===== src/rtl/pin_scan_pkg.sv =====
// Shared types and constants for the pin-scan blink receiver.
// Contents:
//   scan_state_e - decoder FSM states
//   run_class_e  - classification of a finished (or idle-timed-out) pin run
//   SLOT_CLKS / HALF_SLOT / MAX_COUNT - transmitter slot timing and count limit
package pin_scan_pkg;

    localparam int SLOT_CLKS = 16;   // one pulse slot at the transmitter
    localparam int HALF_SLOT = 8;    // high or low half of a slot
    localparam int MAX_COUNT = 15;   // largest column/row value a frame can carry

    typedef enum logic [2:0] {
        ST_HUNT,
        ST_PRE,
        ST_COL,
        ST_ROW,
        ST_DONE,
        ST_ERR
    } scan_state_e;

    typedef enum logic [2:0] {
        RC_SHORT,
        RC_PULSE,
        RC_GAP,
        RC_IDLE,
        RC_BAD
    } run_class_e;

endpackage


===== src/rtl/pin_scan_run_meter.sv =====
// Synchronises the raw scan pin and measures how long it stays at each level.
// Every finished run is reported for one cycle with its level and class; a low
// run that lasts IDLE_MIN clocks is reported once as IDLE while still in progress.
// Ports:
//   clk          in  system clock
//   reset        in  asynchronous, active-low
//   i_pin        in  raw pin, asynchronous to clk
//   o_run_valid  out 1-cycle strobe: a run report is present
//   o_run_level  out level of the reported run
//   o_run_class  out class of the reported run
module pin_scan_run_meter
    import pin_scan_pkg::*;
#(
    parameter int SHORT_MAX = 2,
    parameter int PULSE_MIN = 6,
    parameter int PULSE_MAX = 12,
    parameter int GAP_MIN   = 20,
    parameter int IDLE_MIN  = 256,
    parameter int RUN_W     = 9
) (
    input  logic       clk,
    input  logic       reset,
    input  logic       i_pin,
    output logic       o_run_valid,
    output logic       o_run_level,
    output run_class_e o_run_class
);

    logic             r_sync1;
    logic             r_sync2;
    logic             r_level;
    logic [RUN_W-1:0] r_run_len;
    logic             r_idle_sent;
    logic             r_emit_valid;
    logic             r_emit_level;
    run_class_e       r_emit_class;

    logic w_edge;
    logic w_len_sat;
    logic w_idle_hit;

    function automatic run_class_e classify(input logic lvl, input logic [RUN_W-1:0] len);
        int n;
        n = int'(len);
        if (n <= SHORT_MAX)                           return RC_SHORT;
        if (n >= PULSE_MIN && n <= PULSE_MAX)         return RC_PULSE;
        if (!lvl && n >= GAP_MIN && n < IDLE_MIN)     return RC_GAP;
        return RC_BAD;
    endfunction

    // NOTE: non-blocking assignments in clocked blocks so every flop samples
    // the pre-edge value; blocking here would collapse the synchroniser.
    always_ff @(posedge clk or negedge reset) begin
        if (!reset) begin
            r_sync1 <= 1'b0;
            r_sync2 <= 1'b0;
        end else begin
            r_sync1 <= i_pin;
            r_sync2 <= r_sync1;
        end
    end

    assign w_edge     = (r_sync2 != r_level);
    assign w_len_sat  = (r_run_len == '1);
    assign w_idle_hit = !r_level && !r_idle_sent && (r_run_len == RUN_W'(IDLE_MIN - 1));

    // r_run_len holds the cycles already spent at r_level, so at an edge it is
    // exactly the length of the run that just ended. A low run that already
    // reported IDLE stays silent when it finally ends.
    always_ff @(posedge clk or negedge reset) begin
        if (!reset) begin
            r_level      <= 1'b0;
            r_run_len    <= '0;
            r_idle_sent  <= 1'b0;
            r_emit_valid <= 1'b0;
            r_emit_level <= 1'b0;
            r_emit_class <= RC_BAD;
        end else begin
            r_emit_valid <= 1'b0;
            if (w_edge) begin
                r_level     <= r_sync2;
                r_run_len   <= RUN_W'(1);
                r_idle_sent <= 1'b0;
                if (!r_idle_sent) begin
                    r_emit_valid <= 1'b1;
                    r_emit_level <= r_level;
                    r_emit_class <= classify(r_level, r_run_len);
                end
            end else begin
                if (!w_len_sat) begin
                    r_run_len <= r_run_len + 1'b1;
                end
                if (w_idle_hit) begin
                    r_idle_sent  <= 1'b1;
                    r_emit_valid <= 1'b1;
                    r_emit_level <= 1'b0;
                    r_emit_class <= RC_IDLE;
                end
            end
        end
    end

    assign o_run_valid = r_emit_valid;
    assign o_run_level = r_emit_level;
    assign o_run_class = r_emit_class;

endmodule


===== src/rtl/pin_scan_decoder.sv =====
// Receive end of the pin-scan blink protocol: finds the fast-toggle preamble,
// counts column pulses, the pause, then row pulses, and reports (col,row) once
// per frame.
// Ports:
//   clk          in  system clock
//   reset        in  asynchronous, active-low
//   pin_in       in  raw scanned pin
//   col_out      out last decoded column count
//   row_out      out last decoded row count
//   frame_valid  out 1-cycle pulse, col_out/row_out updated in the same cycle
//   frame_err    out 1-cycle pulse on a protocol violation
//   locked       out high from preamble acceptance until frame done/error
module pin_scan_decoder
    import pin_scan_pkg::*;
#(
    parameter int SHORT_MAX = 2,
    parameter int PULSE_MIN = 6,
    parameter int PULSE_MAX = 12,
    parameter int GAP_MIN   = 20,
    parameter int IDLE_MIN  = 256,
    parameter int PRE_MIN   = 8,
    parameter int RUN_W     = 9
) (
    input  logic       clk,
    input  logic       reset,
    input  logic       pin_in,
    output logic [3:0] col_out,
    output logic [3:0] row_out,
    output logic       frame_valid,
    output logic       frame_err,
    output logic       locked
);

    localparam int PRE_W = $clog2(PRE_MIN + 1);

    logic        w_run_valid;
    logic        w_run_level;
    run_class_e  w_run_class;

    scan_state_e      r_state;
    logic [PRE_W-1:0] r_pre_cnt;
    logic [4:0]       r_col_cnt;
    logic [4:0]       r_row_cnt;
    logic [3:0]       r_col_out;
    logic [3:0]       r_row_out;
    logic             r_frame_valid;
    logic             r_frame_err;
    logic             r_locked;

    scan_state_e      w_state_nxt;
    logic [PRE_W-1:0] w_pre_nxt;
    logic [4:0]       w_col_nxt;
    logic [4:0]       w_row_nxt;
    logic [4:0]       w_col_inc;
    logic [4:0]       w_row_inc;
    logic             w_hi_pulse;
    logic             w_lo_pulse;

    pin_scan_run_meter #(
        .SHORT_MAX (SHORT_MAX),
        .PULSE_MIN (PULSE_MIN),
        .PULSE_MAX (PULSE_MAX),
        .GAP_MIN   (GAP_MIN),
        .IDLE_MIN  (IDLE_MIN),
        .RUN_W     (RUN_W)
    ) u_meter (
        .clk         (clk),
        .reset       (reset),
        .i_pin       (pin_in),
        .o_run_valid (w_run_valid),
        .o_run_level (w_run_level),
        .o_run_class (w_run_class)
    );

    assign w_hi_pulse = w_run_level  && (w_run_class == RC_PULSE);
    assign w_lo_pulse = !w_run_level && (w_run_class == RC_PULSE);
    assign w_col_inc  = r_col_cnt + 5'd1;
    assign w_row_inc  = r_row_cnt + 5'd1;

    // NOTE: every signal written here gets a default first, so no path can
    // leave one unassigned and infer a latch.
    always_comb begin
        w_state_nxt = r_state;
        w_pre_nxt   = r_pre_cnt;
        w_col_nxt   = r_col_cnt;
        w_row_nxt   = r_row_cnt;
        case (r_state)
            ST_HUNT: begin
                if (w_run_valid) begin
                    if (w_run_class == RC_SHORT) begin
                        if (r_pre_cnt == PRE_W'(PRE_MIN - 1)) begin
                            w_state_nxt = ST_PRE;
                            w_pre_nxt   = '0;
                        end else begin
                            w_pre_nxt = r_pre_cnt + 1'b1;
                        end
                    end else begin
                        w_pre_nxt = '0;
                    end
                end
            end
            ST_PRE: begin
                if (w_run_valid && w_run_class != RC_SHORT) begin
                    if (w_lo_pulse) begin
                        w_state_nxt = ST_COL;
                        w_col_nxt   = '0;
                        w_row_nxt   = '0;
                    end else begin
                        w_state_nxt = ST_ERR;
                    end
                end
            end
            ST_COL: begin
                if (w_run_valid) begin
                    if (w_hi_pulse) begin
                        if (w_col_inc > 5'(MAX_COUNT)) w_state_nxt = ST_ERR;
                        else                           w_col_nxt   = w_col_inc;
                    end else if (w_lo_pulse) begin
                        w_state_nxt = ST_COL;
                    end else if (!w_run_level && w_run_class == RC_GAP) begin
                        // A pause with no column pulse before it is malformed.
                        w_state_nxt = (r_col_cnt == '0) ? ST_ERR : ST_ROW;
                    end else if (!w_run_level && w_run_class == RC_IDLE) begin
                        w_state_nxt = ST_DONE;
                        w_row_nxt   = '0;
                    end else begin
                        w_state_nxt = ST_ERR;
                    end
                end
            end
            ST_ROW: begin
                if (w_run_valid) begin
                    if (w_hi_pulse) begin
                        if (w_row_inc > 5'(MAX_COUNT)) w_state_nxt = ST_ERR;
                        else                           w_row_nxt   = w_row_inc;
                    end else if (w_lo_pulse) begin
                        w_state_nxt = ST_ROW;
                    end else if (!w_run_level && w_run_class == RC_IDLE) begin
                        w_state_nxt = ST_DONE;
                    end else begin
                        w_state_nxt = ST_ERR;
                    end
                end
            end
            ST_DONE: begin
                w_state_nxt = ST_HUNT;
                w_pre_nxt   = '0;
            end
            ST_ERR: begin
                w_state_nxt = ST_HUNT;
                w_pre_nxt   = '0;
                w_col_nxt   = '0;
                w_row_nxt   = '0;
            end
            default: begin
                w_state_nxt = ST_HUNT;
            end
        endcase
    end

    // The pulse outputs and latched counts are registered on the transition
    // into DONE/ERR, so frame_valid and the new col/row appear together.
    always_ff @(posedge clk or negedge reset) begin
        if (!reset) begin
            r_state       <= ST_HUNT;
            r_pre_cnt     <= '0;
            r_col_cnt     <= '0;
            r_row_cnt     <= '0;
            r_col_out     <= '0;
            r_row_out     <= '0;
            r_frame_valid <= 1'b0;
            r_frame_err   <= 1'b0;
            r_locked      <= 1'b0;
        end else begin
            r_state       <= w_state_nxt;
            r_pre_cnt     <= w_pre_nxt;
            r_col_cnt     <= w_col_nxt;
            r_row_cnt     <= w_row_nxt;
            r_frame_valid <= (w_state_nxt == ST_DONE);
            r_frame_err   <= (w_state_nxt == ST_ERR);
            r_locked      <= (w_state_nxt == ST_PRE) || (w_state_nxt == ST_COL) ||
                             (w_state_nxt == ST_ROW);
            if (w_state_nxt == ST_DONE) begin
                r_col_out <= w_col_nxt[3:0];
                r_row_out <= w_row_nxt[3:0];
            end
        end
    end

    assign col_out     = r_col_out;
    assign row_out     = r_row_out;
    assign frame_valid = r_frame_valid;
    assign frame_err   = r_frame_err;
    assign locked      = r_locked;

endmodule


===== config.mk =====
export PLATFORM = sky130hd
export DESIGN_NAME = pin_scan_decoder
export DESIGN_NICKNAME = d
export VERILOG_FILES = /design/src/rtl/pin_scan_pkg.sv /design/src/rtl/pin_scan_run_meter.sv /design/src/rtl/pin_scan_decoder.sv
export SDC_FILE = /design/constraint.sdc
export NUM_CORES = 1
export LEC_CHECK = 0
export ABC_CLOCK_PERIOD_IN_PS = 2500
export CAP_MARGIN = 20
export CELL_PAD_IN_SITES_DETAIL_PLACEMENT = 2
export CELL_PAD_IN_SITES_GLOBAL_PLACEMENT = 2
export CORE_UTILIZATION = 40
export CTS_BUF_LIST = sky130_fd_sc_hd__clkbuf_4
export DETAILED_ROUTE_END_ITERATION = 16
export GPL_TIMING_DRIVEN = 0
export PLACE_DENSITY = 0.9
export REMOVE_ABC_BUFFERS = 1
export SLEW_MARGIN = 20
export SYNTH_ARGS = -nofsm -noshare
export SYNTH_HDL_FRONTEND = slang
export SYNTH_SLANG_ARGS = --single-unit

===== constraint.sdc =====
create_clock -name clk -period 2.5 [get_ports clk]
set_input_delay 0.5 -clock clk [delete_from_list [all_inputs] [get_ports clk]]
set_output_delay 0.5 -clock clk [all_outputs]
set_load 0.05 [all_outputs]

== After elaboration in Yosys (flattened, before gate mapping) ==
Index checks and enable logic that the tools add are counted.

* Output and inout port bits: 11
* Bits in registers: 46
* Bits of input ports: 3
* Word-level logic and storage cells: 159

* Magnitude comparators: 7
* Add/subtract/negate cells: 4
* Reductions and logical operators: 28
* Multiplexer cells: 69
* Eq/ne operators: 32

{| class="wikitable"
|+ Operators by type and width
! cell !! count
|-
| 5-bit two-way mux || 15
|-
| 3-bit two-way mux || 24
|-
| 2-bit inequality test (second input constant) || 11
|-
| 1-bit two-way mux || 21
|-
| 5-bit case mux with 4 select lines || 1
|-
| 3-bit by 2-bit == test with 1-bit output (second input constant) || 6
|-
| 9-bit two-way mux || 2
|-
| 5-bit case mux with 3 select lines || 1
|-
| 3-bit == test (second input constant) || 4
|-
| 4-bit two-way mux || 3
|-
| 3-bit case mux with 4 select lines || 1
|-
| 11-bit AND reduction || 1
|-
| 5-bit by 1-bit adder with 5-bit output (second input constant) || 2
|-
| 5-bit by 4-bit > comparator with 1-bit output (second input constant) || 2
|-
| 1-bit logical AND || 10
|-
| 9-bit by 1-bit adder with 9-bit output (second input constant) || 1
|-
| 3-bit by 1-bit == test with 1-bit output (second input constant) || 3
|-
| 9-bit by 8-bit == test with 1-bit output (second input constant) || 1
|-
| 9-bit == test (second input constant) || 1
|-
| 9-bit by 3-bit >= comparator with 1-bit output (second input constant) || 1
|-
| 9-bit by 5-bit >= comparator with 1-bit output (second input constant) || 1
|-
| 9-bit by 2-bit less-or-equal comparator with 1-bit output (second input constant) || 1
|-
| 9-bit by 4-bit less-or-equal comparator with 1-bit output (second input constant) || 1
|-
| 9-bit < comparator (second input constant) || 1
|-
| other kinds (15) || 25
|}

== Depth between registers and ports, before layout ==
* Word-level depth: 16
* Gate-level depth with buffers: 9
* Gate-level depth less buffers: 8

== Hierarchy ==
Synthesis repeated with hierarchy kept, for this count alone.

* Cell total of the unflattened synthesis: 258
* Area, all modules: 2,667.6 sq um

{| class="wikitable"
|+ Modules (own cells, without submodules)
! module !! cells an instance !! area each (sq um) !! times used !! seq. area each (sq um)
|-
| pin_scan_decoder || 172 || 1,732.9 || 1 || 700.7
|-
| pin_scan_run_meter || 86 || 934.6 || 1 || 451.7
|}

== Worst setup path after synthesis ==
Ideal clock, no wire load.

* Path kind: register to register
* Start: register r_row_cnt[1]
* End: register r_row_out[1], in the netlist row_out[1]
* Data required time: 2.375 ns
* Library setup time: 0.125 ns
* Stages on the path, launching flop included: 7
* Period minus slack after synthesis: 1.911 ns
* Slack: 0.589 ns
* Data arrival time: 1.786 ns
* Buffers on the path: 0
* Cell sequence: dfrtp_1 -> ha_1 -> a31o_2 -> a211oi_4 -> and2_1 -> o211ai_2 -> mux2_4

* Elaborated cells between the ends (all ways): 18
* Classes of those cells: add/sub: 1; order compare: 1; eq/ne: 1; mux: 15

{| class="wikitable"
|+ RTL lines
! what !! RTL line !! source
|-
| from (decl) || pin_scan_decoder.sv:43 || <nowiki>logic [4:0] r_row_cnt;</nowiki>
|-
| from (signal assigned) || pin_scan_decoder.sv:178 || <nowiki>r_row_cnt <= w_row_nxt;</nowiki>
|-
| 5-bit by 1-bit adder with 5-bit output or 5-bit two-way mux (tied branches) || pin_scan_decoder.sv:78, pin_scan_decoder.sv:123 ||
|-
| 5-bit by 4-bit > comparator with 1-bit output or 5-bit two-way mux (tied branches) || pin_scan_decoder.sv:134, pin_scan_decoder.sv:120 ||
|-
| 5-bit two-way mux (on tied branches) || pin_scan_decoder.sv:134, pin_scan_decoder.sv:118 ||
|-
| 5-bit two-way mux (on tied branches) || pin_scan_decoder.sv:133, pin_scan_decoder.sv:115 ||
|-
| 5-bit two-way mux (on tied branches) || pin_scan_decoder.sv:132, pin_scan_decoder.sv:114 ||
|-
| 5-bit case mux with 4 select lines (*) || pin_scan_decoder.sv:87 || <nowiki>case (r_state)</nowiki>
|-
| via w_row_nxt[1] || pin_scan_decoder.sv:53 || <nowiki>logic [4:0] w_row_nxt;</nowiki>
|-
| to (signal assigned) || pin_scan_decoder.sv:185 || <nowiki>r_row_out <= w_row_nxt[3:0];</nowiki>
|-
| to (decl) || pin_scan_decoder.sv:45 || <nowiki>logic [3:0] r_row_out;</nowiki>
|}

Mark *: on every way through the listed nets, which the timed path passes. The rest lies on a longest branch. The select of a mux whose other input is x is not followed.
A chain may end at the register's enable or synchronous reset.

== Worst setup path in the final report ==
* Start: register u_meter.r_run_len[0]
* End: register u_meter.r_run_len[7]

* Word-level cells in the longest chain between the ends: 3
* Elaborated cells between the ends (all ways): 5
* Classes of those cells: add/sub: 1; eq/ne: 2; mux: 2

{| class="wikitable"
|+ Ends and longest elaborated chain
! what !! RTL line !! source
|-
| from (decl) || pin_scan_run_meter.sv:32 || <nowiki>logic [RUN_W-1:0] r_run_len;</nowiki>
|-
| from (signal assigned) || pin_scan_run_meter.sv:91 || <nowiki>r_run_len <= r_run_len + 1'b1;</nowiki>
|-
| 9-bit by 1-bit adder with 9-bit output || pin_scan_run_meter.sv:91 ||
|-
| 9-bit two-way mux || pin_scan_run_meter.sv:90 || <nowiki>if (!w_len_sat) begin</nowiki>
|-
| 9-bit two-way mux || pin_scan_run_meter.sv:80 || <nowiki>if (w_edge) begin</nowiki>
|}

Several ways; a longest one is shown, not always the timed one. The select of a mux whose other input is x is not followed.

==> reports/qor.csv <==
stage,metric,value,unit
yosys,synthFlopType,dfrtp_1,
cts,h-tree-depth,2,
sta,max-slew-margin-rel,0.626,
critical_path,r2r-start,u_meter.r_run_len[0],
critical_path,r2r_end,u_meter.r_run_len[7],
yosys,ys_types,56,
critical_path,critPathKind,register to register,
cts,cts.repair.resized,0,
cells_and_area,nFillCells,661,
floorplan,io_pins,14,
outcome,status,completed,
grt,grt_pass1_wl,10700,um
cells_and_area,drive_gt1_frac,0.126,
sta,worstMarginPinSlew,0.553,ns
yosys,async_reset_ff_frac,1.00,
routing,drt_pre_antenna_iters,4,
grt,gr-total-overflow,0,
floorplan,row_count,28,
floorplan,die_area,6690,sq um
critical_path,worstRegToRegCells,7,
grt,track_usage,0.211,
critical_path,critPathArrivalTime,2.49,ns
yosys,yosysSeqAreaShare,0.452,
grt,use_met3,0.0333,
critical_path,required,2.78,ns
sta,hold_viol,0,
cells_and_area,regArea,1150,sq um
cts,cts_tree,yes,
job,maxCapViolations,0,
floorplan,die_w,81.8,um
yosys,ys_warn_count,0,
yosys,ys_ff_latch,46,
routing,vias,1995,
routing,drt-vias-per-instance,5.78,
sta,rsz0062_at_grt,false,
floorplan,die_y,81.8,um
critical_path,worstSetupEndpointType,register,
cts,cts_hold_buf,0,
sta,finalSetupTns,0,ns
pwr,finalPower,0.00203,W
grt,grt_busiest_layer,met2,
grt,antenna_found_initial,0,
placement,hpwlAfterDp,4880,um
yosys,synth_edf_count,0,
grt,grt_use_met2,0.381,
routing,ant_nets,0,
cells_and_area,insertedDiodeCount,0,
cts,clkLatencyLatePin,0.37,ns
routing,drt-initial-drc-count,85,
yosys,avgSynthCellArea,9.95,sq um
critical_path,rrSetupSlack,0.30,ns
placement,port_buffers,13,
grt,grt_max_degree,25,
cells_and_area,finalNonFillerCells,345,
placement,gp_congestion,0.790,
critical_path,start_kind,register,
pwr,p_leak,1.26,nW
routing,wl_per_cell,18.7,um
cts,cts_root_buf,clkbuf_4,
placement,post-place-cells,337,
yosys,netlist_area,2550,sq um
pwr,powerDensity,713,nW/um^2
worst_hold_path,hold_class,primary input to async pin,
routing,postRouteWirelength,6450,um
sta,fin_crit_sh,0.881,
cts,cts_sinks,46,
grt,grt_pass1_vias,2164,
grt,grtUsageMet1,0.263,
sta,setup_violations,0,
pwr,vdd_ir_drop_max,0.360,mV
floorplan,start_util,0.423,
sta,skew,0.0111,ns
cts,clockBufferDepth,2,
cts,clk_pin_slew,0.14,ns
critical_path,crit_fanout,7,
cts,cts_setup_buffers,0,
yosys,synthCells,256,
routing,drc,0,
cells_and_area,syn2layout_area_growth,11.6,%
placement,place_ws,0.320,ns
cells_and_area,multi_input_area,1320,sq um
cts,cts-buffers-inserted,5,
sta,layout_min_cycle_time,2.20,ns
sta,fmax,0.454,GHz
sta,fin_ws,0.297,ns
cells_and_area,nNetsFinal,282,
floorplan,core,6030,sq um
sta,final-max-slew-violation-count,0,
critical path, stage by stage, from the launching register on:
cell and delay, ns:
dfrtp_1 0.48, ha_1 0.27, nand3_1 0.09, nor2_1 0.06
ha_1 0.29, nand4b_1 0.34, or3_1 0.37, a21boi_0 0.22
how the worst max path moves through the flow:
stage	startpoint	end	slack (ns)	cells past startpoint
floorplan	r_state[1]	col_out[0]	0.57	3
global placement	reset	u_meter.r_run_len[7]	-0.36	1
detailed placement	u_meter.r_run_len[0]	u_meter.r_run_len[7]	0.32	7
CTS	u_meter.r_run_len[0]	u_meter.r_run_len[7]	0.29	7
global route	r_row_cnt[0]	frame_err	0.15	7
finish	u_meter.r_run_len[0]	u_meter.r_run_len[7]	0.30	7
cell usage in the layout (no fill, tap or decap), types with 4 or more instances in the layout:
cell type,n
a21oi_1,6
a31o_2,4
a31oi_1,5
and2_1,8
clkbuf_4,6
clkdlybuf4s50_1,12
dfrtp_1,45
ha_1,10
inv_1,12
mux2_2,6
nand2_1,21
nand2b_1,6
nand3_1,11
nand4_1,7
nor2_1,14
nor3_1,6
o21ai_0,15
xnor2_1,7
report_power, final:
group          switching [W]  internal (W)  total, W
Combinational       0.000313      0.000239  0.000552
Clock               0.000251      0.000222  0.000473
Sequential          0.000168      0.000834   0.00100
sequential cells by signal (all words and copies together), names as in the netlist:
| signal | flops |
|---|---|
| frame_valid | 1 |
| locked | 1 |
| u_meter.o_run_valid | 1 |
| u_meter.r_level | 1 |
| col_out | 4 |
| r_col_cnt | 5 |
| row_out | 4 |
| u_meter.o_run_class | 3 |
| u_meter.o_run_level | 1 |
| r_row_cnt | 5 |
| u_meter.r_sync2 | 1 |
| u_meter.r_sync1 | 1 |
| r_state | 3 |
| frame_err | 1 |
| u_meter.r_run_len | 9 |
| r_pre_cnt | 4 |
| u_meter.r_idle_sent | 1 |
cells by family (layout without fill, tap and decap cells):
group,after synthesis,in the layout,share of synthesized area
buffers and inverters,21,35,0.0329
multiplexers,9,9,0.0403
flip-flops,46,46,0.452
XOR/XNOR,10,10,0.0344
adder cells (fa/ha/maj),10,10,0.0491
AND/OR/NAND/NOR,102,102,0.230
AO/OA/AOI/OAI,58,58,0.161
per-stage QoR:
step | cell area (sq um) | utilization | hold WS (ns)
after floorplan | 2510 | - | 0.204
after global placement | 2730 | 0.453 | 0.332
after detailed placement | 2760 | 0.458 | 0.360
after CTS | 2840 | 0.472 | 0.101
after global routing | 2840 | 0.472 | 0.112
final | 2840 | 0.472 | 0.0975
routing by layer:
layer  vias to the layer above  share of wire
li1                        948              -
met1                      1021           0.45
met2                        19           0.52
met3                         7          0.021
met4                         0         0.0071
met5                         -              0
cell usage after synthesis, types with 2 or more instances:
library cell	instances	share of area
a211o_1	2	0.0069
a21boi_0	3	0.0088
a21oi_1	6	0.012
a31o_2	4	0.014
a31oi_1	5	0.012
and2_1	8	0.020
and3_1	2	0.0049
and3b_1	3	0.010
buf_2	4	0.0079
clkbuf_1	5	0.0074
dfrtp_1	45	0.44
ha_1	10	0.049
inv_1	12	0.018
mux2_2	6	0.027
mux2i_1	2	0.0079
nand2_1	21	0.031
nand2b_1	6	0.015
nand3_1	11	0.022
nand4_1	7	0.017
nand4b_1	2	0.0069
nand4bb_1	2	0.0088
nor2_1	14	0.021
nor2b_1	3	0.0074
nor3_1	7	0.014
nor3b_1	3	0.0088
nor4b_1	3	0.010
o211ai_2	2	0.0098
o21a_1	3	0.0088
o21ai_0	15	0.029
o21ai_1	2	0.0039
o22ai_1	3	0.0074
or3_1	2	0.0049
or4b_1	2	0.0079
xnor2_1	7	0.024
xor2_1	3	0.010
area by class of cell:
cell class | instances | area share
Inverter | 12 | 0.0158
Clock inverter | 2 | 0.0132
Multi-Input combinational cell | 189 | 0.463
Timing Repair Buffer | 15 | 0.0537
Sequential cell | 46 | 0.405
Tap cell | 75 | 0.0330
Clock buffer | 6 | 0.0158
Power figures use the tool's default switching activity.
